`config.mk`:
```
export PLATFORM = sky130hd
export DESIGN_NAME = radix2_signed_divider
export DESIGN_NICKNAME = d
export VERILOG_FILES = /design/src/rtl/radix2_signed_divider.sv
export SDC_FILE = /design/constraint.sdc
export NUM_CORES = 1
export LEC_CHECK = 0
export BUFFER_PORTS_ARGS = -buffer_cell sky130_fd_sc_hd__buf_2
export CORE_UTILIZATION = 56
export DETAILED_ROUTE_END_ITERATION = 12
export HOLD_SLACK_MARGIN = 0.03
export PLACE_DENSITY = 0.77
export SETUP_SLACK_MARGIN = 0.1
export SYNTH_ARGS = -nofsm -noshare
export SYNTH_HDL_FRONTEND = slang
export SYNTH_SLANG_ARGS = --single-unit
```
`constraint.sdc`:
```
create_clock -name clk -period 6.8 [get_ports clk]
set_clock_uncertainty 0.15 [all_clocks]
set_input_delay 0 -clock clk [delete_from_list [all_inputs] [get_ports clk]]
set_output_delay 0 -clock clk [all_outputs]
set_load 0.1 [all_outputs]
```
`src/rtl/radix2_signed_divider.sv`:
```
// rtl/radix2_signed_divider.sv - sequential radix-2 non-restoring signed divider
//
// Divides a 2*WIDTH-bit signed dividend by a WIDTH-bit signed divisor and
// produces a truncated quotient plus a remainder that takes the dividend's sign.
// It works on magnitudes, resolves one quotient bit per enabled cycle and
// applies the signs in a final fix-up cycle.
//
// Ports:
//   clk          rising-edge clock
//   rst          asynchronous active-high reset
//   en           global enable; 0 freezes every register
//   start        launch request, honoured in IDLE/DONE
//   dividend     2*WIDTH-bit two's complement dividend
//   divisor      WIDTH-bit two's complement divisor
//   ready        result valid (DONE state)
//   quotient     WIDTH-bit signed quotient, truncated toward zero
//   remainder    WIDTH-bit signed remainder, sign of the dividend
//   div_by_zero  divisor was zero
//   overflow     true quotient does not fit in WIDTH signed bits
module radix2_signed_divider #(
  parameter int WIDTH       = 8,
  parameter bit CHECK_PARAM = 1
) (
  input  logic                 clk,
  input  logic                 rst,
  input  logic                 en,
  input  logic                 start,
  input  logic [2*WIDTH-1:0]   dividend,
  input  logic [WIDTH-1:0]     divisor,
  output logic                 ready,
  output logic [WIDTH-1:0]     quotient,
  output logic [WIDTH-1:0]     remainder,
  output logic                 div_by_zero,
  output logic                 overflow
);

  if (CHECK_PARAM && (WIDTH < 2)) begin : g_param_check
    $fatal(1, "radix2_signed_divider: WIDTH must be at least 2");
  end

  localparam int CW = $clog2(WIDTH + 1);

  typedef enum logic [1:0] {S_IDLE, S_CALC, S_FIX, S_DONE} state_t;

  state_t             state;
  logic [CW-1:0]      cnt;
  logic [WIDTH:0]     prem;      // partial remainder, two's complement
  logic [WIDTH-1:0]   shreg;     // low dividend bits shift out, quotient bits shift in
  logic [WIDTH-1:0]   dmag;      // |divisor|
  logic               sign_q;
  logic               sign_r;
  logic               ovf_pend;
  logic               dz_pend;

  logic [2*WIDTH-1:0] dvd_mag;
  logic [WIDTH-1:0]   dsr_mag;
  logic [WIDTH:0]     prem_sh;
  logic [WIDTH:0]     prem_nx;
  logic [WIDTH:0]     rfix;
  logic [WIDTH-1:0]   qmag;
  logic [WIDTH-1:0]   rmag;
  logic               q_ovf;

  always_comb begin
    // Negating the most negative value yields the right unsigned magnitude.
    dvd_mag = dividend[2*WIDTH-1] ? (~dividend + 1'b1) : dividend;
    dsr_mag = divisor[WIDTH-1] ? (~divisor + 1'b1) : divisor;

    // The partial remainder stays within [-|d|, |d|), so its low WIDTH bits
    // already carry the sign and the shift cannot lose information.
    prem_sh = {prem[WIDTH-1:0], shreg[WIDTH-1]};
    prem_nx = prem[WIDTH] ? (prem_sh + {1'b0, dmag}) : (prem_sh - {1'b0, dmag});

    rfix = prem[WIDTH] ? (prem + {1'b0, dmag}) : prem;
    rmag = rfix[WIDTH-1:0];
    qmag = shreg;

    // A negative result may reach -2^(WIDTH-1); a positive one only 2^(WIDTH-1)-1.
    q_ovf = ovf_pend |
            (sign_q ? (qmag[WIDTH-1] & (|qmag[WIDTH-2:0])) : qmag[WIDTH-1]);
  end

  always_ff @(posedge clk or posedge rst) begin
    if (rst) begin
      state       <= S_IDLE;
      cnt         <= '0;
      prem        <= '0;
      shreg       <= '0;
      dmag        <= '0;
      sign_q      <= 1'b0;
      sign_r      <= 1'b0;
      ovf_pend    <= 1'b0;
      dz_pend     <= 1'b0;
      ready       <= 1'b0;
      quotient    <= '0;
      remainder   <= '0;
      div_by_zero <= 1'b0;
      overflow    <= 1'b0;
    end else if (en) begin
      case (state)
        S_IDLE, S_DONE: begin
          if (start) begin
            ready       <= 1'b0;
            div_by_zero <= 1'b0;
            overflow    <= 1'b0;
            dmag        <= dsr_mag;
            prem        <= {1'b0, dvd_mag[2*WIDTH-1:WIDTH]};
            shreg       <= dvd_mag[WIDTH-1:0];
            sign_q      <= dividend[2*WIDTH-1] ^ divisor[WIDTH-1];
            sign_r      <= dividend[2*WIDTH-1];
            // Upper half >= divisor means the unsigned quotient needs WIDTH+1 bits.
            ovf_pend    <= (dvd_mag[2*WIDTH-1:WIDTH] >= dsr_mag);
            cnt         <= CW'(WIDTH);
            // A zero divisor skips the iteration; the fix cycle publishes the
            // flag so ready rises one cycle after the start edge.
            if (divisor == '0) begin
              dz_pend <= 1'b1;
              state   <= S_FIX;
            end else begin
              dz_pend <= 1'b0;
              state   <= S_CALC;
            end
          end
        end
        S_CALC: begin
          if (cnt != '0) begin
            prem  <= prem_nx;
            shreg <= {shreg[WIDTH-2:0], ~prem_nx[WIDTH]};
            cnt   <= cnt - CW'(1);
          end else begin
            state <= S_FIX;
          end
        end
        S_FIX: begin
          ready <= 1'b1;
          state <= S_DONE;
          if (dz_pend) begin
            div_by_zero <= 1'b1;
            overflow    <= 1'b0;
            quotient    <= '0;
            remainder   <= '0;
          end else begin
            overflow  <= q_ovf;
            quotient  <= sign_q ? (~qmag + 1'b1) : qmag;
            remainder <= sign_r ? (~rmag + 1'b1) : rmag;
          end
        end
        default: state <= S_IDLE;
      endcase
    end
  end

endmodule
```
==> flow_summary.toml, run 1 <==
[status]
run_status = "finished, final reports clean"

[routing]
postRouteAntennaNets = 0
avgViaCountPerCell = 5.63
firstDrtPassIters = 4
routed_wirelength_microns = 9410
wl_per_cell_microns = 15.1
route.detailed.drc = 0
drt_iter0_drc = 169
dr_total_vias = 3508

[worst_setup_path]
reg2reg_slack_ps = 3450
timing.rr.start = "prem[8]$_DFFE_PP0P_"
worst_r2r_endpoint = "prem[8]$_DFFE_PP0P_"
cp-end-kind = "flop"
path_class = "reg2reg"
r2r_cells = 8
crit_required_ps = 6860
critPathLaunchType = "flop"
crit_path_end = "prem[8]$_DFFE_PP0P_"
crit_start = "prem[8]$_DFFE_PP0P_"
cp_max_fo = 26
cp.arrival_ps = 3410

[yosys]
synth_top_family_by_area = "compound AO/OA/AOI/OAI gates"
synth_xor_area_frac = 0.109
async_reset_ff_frac = 1.00
synth-edff-count = 0
synthDistinctLibCells = 53
yosysWarnings = 0
synthSimpleGateAreaFrac = 0.180
synth-seq-cells = 54
synth_compound_area_frac = 0.202
synth_nets = 525
netlist_instances = 464
syn_area_per_cell_sq_um = 8.60
synth.area.mux_share = 0.0282
ys.flop_type = "dfrtp_1"
synthesis.area_sq_mm = 0.00399
synth-adder-area-share = 0.107
yosysSeqAreaShare = 0.339

[clocking]
htreeDepth = 2
cts_resized = 0
cts_buffers = 5
root_buffer = "clkbuf_8"
post_cts_buffers = 0
clkSinkCount = 54
cts_hold_buf = 23
cts_tree = "built"
clockBufferDepth = 2
path_clk_slew_ps = 100
clk_latency_ps = 320

[sta]
hold_viol_final = 0
rsz0062_at_grt = "no"
hold_ws_ps = 33.7
worst_pin_slew_ps = 1100
setup_viol = 0
fin_tns_setup_ps = 0
final.min_clock_period_ps = 3350
fmax_mhz = 299
period_share = 0.492
maxSlewHeadroom = 0.267
final_max_slew_viol_count = 0

[grt]
grt_pass1_vias = 3342
grt_max_degree = 55
grt_pass1_wl_microns = 15700
antenna_found_initial = 0
grt.total_usage = 0.270
overflow = 0

[finish]
finalInstanceArea_sq_mm = 0.00462
drive_gt1_frac = 0.123
fin_nets = 587
diodes = 0
area_delta_synth_final_pct = 15.8
layoutNonFillerInstCount = 623

[placed_design]
globalplace.congestion = 0.878
placed_cells = 592
place_hpwl_microns = 6950
port_buffers = 46
dpl-instance-area_sq_mm = 0.00429

[floorplanning]
die-height_microns = 86.4
num_io_pins = 47
fp.coreArea_sq_mm = 0.00683
row_count = 30
initial_core_util = 0.584
die_w_microns = 86.4
die-area_sq_mm = 0.00747

[flow_run]
cap_viol_max_count = 0

[min_path]
min_path_type = "in2reg"

[pwr]
cellPowerDensity_mw_per_mm2 = 546
p_total_w = 0.00252
leakagePower_nw = 2.15
peakVddDrop_v = 0.000207
[flip-flops by register name, summed over array words and instances (netlist names), 2 cells and up]
| register | flops |
|---|---|
| prem | 9 |
| dmag | 8 |
| qmag | 8 |
| quotient | 8 |
| remainder | 8 |
| cnt | 4 |
| state | 2 |
[cell usage after synthesis (2+ instances only)]
library cell | number | share of area
nand2_1 | 62 | 0.058
dfrtp_1 | 54 | 0.34
nor2_1 | 44 | 0.041
o21ai_0 | 43 | 0.054
ha_1 | 31 | 0.097
a21oi_1 | 28 | 0.035
xor2_1 | 25 | 0.055
xnor2_1 | 22 | 0.048
inv_1 | 21 | 0.020
clkbuf_1 | 14 | 0.013
mux2i_1 | 9 | 0.023
o31ai_1 | 9 | 0.017
nor3_1 | 8 | 0.010
o21ai_1 | 8 | 0.010
a21o_1 | 7 | 0.013
or3_1 | 7 | 0.011
nand2b_1 | 5 | 0.0078
nand3_1 | 5 | 0.0063
nor2b_1 | 4 | 0.0063
o22ai_1 | 4 | 0.0063
a211oi_1 | 3 | 0.0056
a31oi_1 | 3 | 0.0047
o21a_1 | 3 | 0.0056
o41ai_1 | 3 | 0.0066
or4_1 | 3 | 0.0056
a221o_1 | 2 | 0.0050
and2_1 | 2 | 0.0031
and3_1 | 2 | 0.0031
fa_1 | 2 | 0.010
mux2_2 | 2 | 0.0056
nor3b_1 | 2 | 0.0038
nor4_1 | 2 | 0.0031
o211a_1 | 2 | 0.0050
o211ai_1 | 2 | 0.0038
o21bai_1 | 2 | 0.0038
o41a_1 | 2 | 0.0056
[critical path, cell delays in order, from the launching register on]
cell	delay (ps)
dfrtp_1	870
mux2_2	440
fa_1	430
a21o_1	170
a21oi_1	240
nor2b_1	90
o21a_1	190
o41a_1	360
a221o_1	300
[report_power, final]
| group | switching [W] | internal (W) |
|---|---|---|
| combinational | 0.00109 | 0.000605 |
| clock | 0.000117 | 0.0000772 |
| sequential | 0.000171 | 0.000461 |
| total | 0.00138 | 0.00114 |
[final cells by class]
cell class              count  area (sq um)
clock buffers               5          68.8
repair buffers             70           468
multi-input cells         373          2500
inverters                  22          82.6
flip-flops and latches     54          1350
well taps                  96           120
clock inverters             3          28.8
fillers                   569          2210
[stage by stage]
step / setup slack [ps] / util
floorplan: 3330 / -
global route: 3260 / 0.676
CTS: 3470 / 0.676
finish: 3450 / 0.676
detailed placement: 3490 / 0.628
global placement: 3560 / 0.628
[metal layers]
| layer | global-route usage | wire, microns | vias up |
|---|---|---|---|
| met3 | 0.0381 | 360 | 12 |
| li1 | - | - | 1763 |
| met1 | 0.361 | 4570 | 1652 |
| met5 | 0 | 0 | - |
| met4 | 0.0667 | 118 | 0 |
| met2 | 0.462 | 4360 | 81 |
[logic make-up after synthesis]
family | count (synthesis)
AOI/OAI and AO/OA | 129
xor gates and xnor gates | 48
adders and majority gates | 33
buffers and inverters | 37
DFF | 54
muxes | 11
and+or+nand+nor | 152
[how the worst min path moves through the flow]
stage / from / end / slack (ps) / cells past startpoint
3_5_place_dp: rst / quotient[3]$_DFFE_PP0P_ / 70 / 3
2_1_floorplan: dividend[0] / qmag[0]$_DFFE_PP0P_ / 20 / 2
4_1_cts: dividend[9] / prem[1]$_DFFE_PP0P_ / 30 / 4
5_1_grt: dividend[9] / prem[1]$_DFFE_PP0P_ / 70 / 4
6_report: dividend[9] / prem[1]$_DFFE_PP0P_ / 30 / 4
3_3_place_gp: rst / quotient[3]$_DFFE_PP0P_ / 70 / 3
[cells in the final DEF (no fill, tap or decap), types with 4 or more instances in the layout]
master,instances
o21ai_1,8
o31ai_1,9
nor2b_1,4
o21ai_0,43
clkbuf_8,5
nand3_1,5
o22ai_1,4
nand2b_1,5
dlygate4sd3_1,23
a21oi_1,28
dfrtp_1,54
nand2_1,62
inv_1,20
ha_1,31
mux2i_1,9
xnor2_1,22
buf_2,46
nor3_1,8
a21o_1,7
xor2_1,25
nor2_1,44
or3_1,7
Note: power is estimated with default switching activity, not from simulation.
==> inputs of run 2 (changes only) <==
==> constraint.sdc (replaced) <==
create_clock -name clk -period 3.1 [get_ports clk]
set_clock_uncertainty 0.15 [all_clocks]
set_input_delay 0 -clock clk [delete_from_list [all_inputs] [get_ports clk]]
set_output_delay 0 -clock clk [all_outputs]
set_load 0.1 [all_outputs]
==> run 2 against run 1 <==
Net effect:
- wire length grew 0.69%
- global-route usage shrank 0.40 points
- first-iteration DRC count shrank 15%
- critical path type unchanged
- critical endpoint is now remainder[6]$_DFFE_PP0P_
- largest cell class unchanged
==> flow_summary.toml, run 2 (synthesized netlist as in run 1, its figures left out) <==
[finish]
fin_nets = 594
diodes = 0
seq_area_sq_mm = 0.00135
multi_input_area_sq_mm = 0.00251
largest_reg_flops = 9
layout_commonest_cell = "nand2_1"
drive_gt1_frac = 0.142
top_register = "prem"
final_cell_mix = "nand2_1, dfrtp_1, buf_2"
fillers = 556
area_delta_synth_final_pct = 17.8

[floorplanning]
die-area_sq_mm = 0.00747
die-height_microns = 86.4
row_count = 30
initial_core_util = 0.584
die_w_microns = 86.4
fp.coreArea_sq_mm = 0.00683
num_io_pins = 47

[sta]
worst_pin_slew_ps = 779
setup_viol = 0
fin_tns_setup_ps = 0
final_max_slew_viol_count = 0
rsz0062_at_grt = "no"
final.min_clock_period_ps = 2860
hold_viol_final = 0
maxSlewHeadroom = 0.480
period_share = 0.923
fmax_mhz = 349

[worst_setup_path]
critPathSlowestCell = "fa_1"
worst_r2r_endpoint = "remainder[6]$_DFFE_PP0P_"
cp_max_fo = 5
crit_path_end = "remainder[6]$_DFFE_PP0P_"
cp_slowest_stage_delay_ps = 410
reg2reg_slack_ps = 240
crit_start = "dmag[0]$_DFFE_PP0P_"
cp.arrival_ps = 2930
path_class = "reg2reg"
crit_required_ps = 3170
cp_common_cell = "a21oi_1"
critPathLaunchType = "flop"
timing.rr.start = "dmag[0]$_DFFE_PP0P_"
crit_chain = "buf_4 -> ha_1 -> fa_1 -> a21o_1 -> a21oi_1 -> xnor2_1 -> a21oi_1 -> a41oi_1 -> xor2_1 -> o31ai_1"
r2r_cells = 10
cp-end-kind = "flop"

[grt]
grt_pass1_vias = 3343
grt_max_degree = 40
grt.total_usage = 0.266
overflow = 0
antenna_found_initial = 0
grt_pass1_wl_microns = 15500

[routing]
dr_total_vias = 3594
routed_wirelength_microns = 9470
route.detailed.drc = 0
postRouteAntennaNets = 0
drt_iter0_drc = 143
firstDrtPassIters = 4
avgViaCountPerCell = 5.70
wl_per_cell_microns = 15.0

[flow_run]
cap_viol_max_count = 0

[placed_design]
globalplace.congestion = 0.873
port_buffers = 46
place_hpwl_microns = 7220

[clocking]
cts_tree = "built"
clk_latency_ps = 320
clkSinkCount = 54
cts_buffers = 5
htreeDepth = 2
clockBufferDepth = 2
root_buffer = "clkbuf_8"
path_clk_slew_ps = 110

[min_path]
min_path_type = "in2reg"

[status]
run_status = "finished, final reports clean"
## run 2: cell types whose count changed in the layout (fill, tap and decap cells not counted)
cell | before | now
nor3_2 | 0 | 1
bufinv_16 | 0 | 1
clkinvlp_4 | 0 | 1
buf_4 | 1 | 9
fa_2 | 0 | 1
dlygate4sd3_1 | 23 | 22
a21oi_1 | 28 | 27
inv_6 | 1 | 0
nor3_1 | 8 | 7
a21oi_2 | 0 | 1
fa_1 | 2 | 1
clkinv_4 | 1 | 0
## run 2: area by class of cell
type	count	share of cell area
multi-input cells	373	0.534
repair buffers	77	0.110
clock buffers	5	0.0146
flip-flops and latches	54	0.287
clock inverters	3	0.0104
well taps	96	0.0256
inverters	22	0.0176
## run 2: worst min path at each step
stage,endpoint,start,depth (start not counted),slack [ps]
floorplan,qmag[0]$_DFFE_PP0P_,dividend[0],2,20
global route,qmag[1]$_DFFE_PP0P_,dividend[1],5,80
finish,prem[1]$_DFFE_PP0P_,dividend[9],4,30
CTS,qmag[1]$_DFFE_PP0P_,dividend[1],5,40
detailed placement,quotient[0]$_DFFE_PP0P_,rst,2,40
global placement,quotient[0]$_DFFE_PP0P_,rst,2,40
## run 2: stage by stage
stage / area, sq um / hold slack, ps / utilization / setup slack [ps] / instances
finish: 4700 / 32.7 / 0.688 / 237 / 630
global route: 4700 / 82.6 / 0.688 / 107 / 630
CTS: 4680 / 35.2 / 0.685 / 182 / 628
detailed placement: 4340 / 40.3 / 0.635 / 198 / 598
global placement: 4340 / 38.4 / 0.635 / 241 / 598
floorplan: 4020 / 15.5 / - / 103 / 464
## run 2: metal layers
layer | vias to the layer above | routed length [microns] | part of all wire | GRT usage
met3 | 20 | 430 | 0.045 | 0.0419
met1 | 1683 | 4330 | 0.46 | 0.355
li1 | 1780 | - | - | -
met5 | - | 0 | 0 | 0
met2 | 111 | 4430 | 0.47 | 0.440
met4 | 0 | 282 | 0.030 | 0.0924
## run 2: repair_timing
item	4_1_cts	5_1_grt
setup buffers	0	2
endpoints found under the hold margin	61	0
gates resized for setup	0	2
endpoints found under the setup margin	0	2
hold buffers	22	0
## run 2: critical path: cells and delay by family, from the launching register on
| family | cells | cell delay [ps] |
|---|---|---|
| AO/OA/AOI/OAI | 5 | 1110 |
| adder cells (fa/ha/maj) | 2 | 620 |
| flip-flops | 1 | 390 |
| XOR/XNOR | 2 | 350 |
| buffers and inverters | 1 | 150 |
Power of run 2 is left out: the tool's default activity adds up to more than one toggle a clock period on the data nets, which glitch-free logic cannot reach.
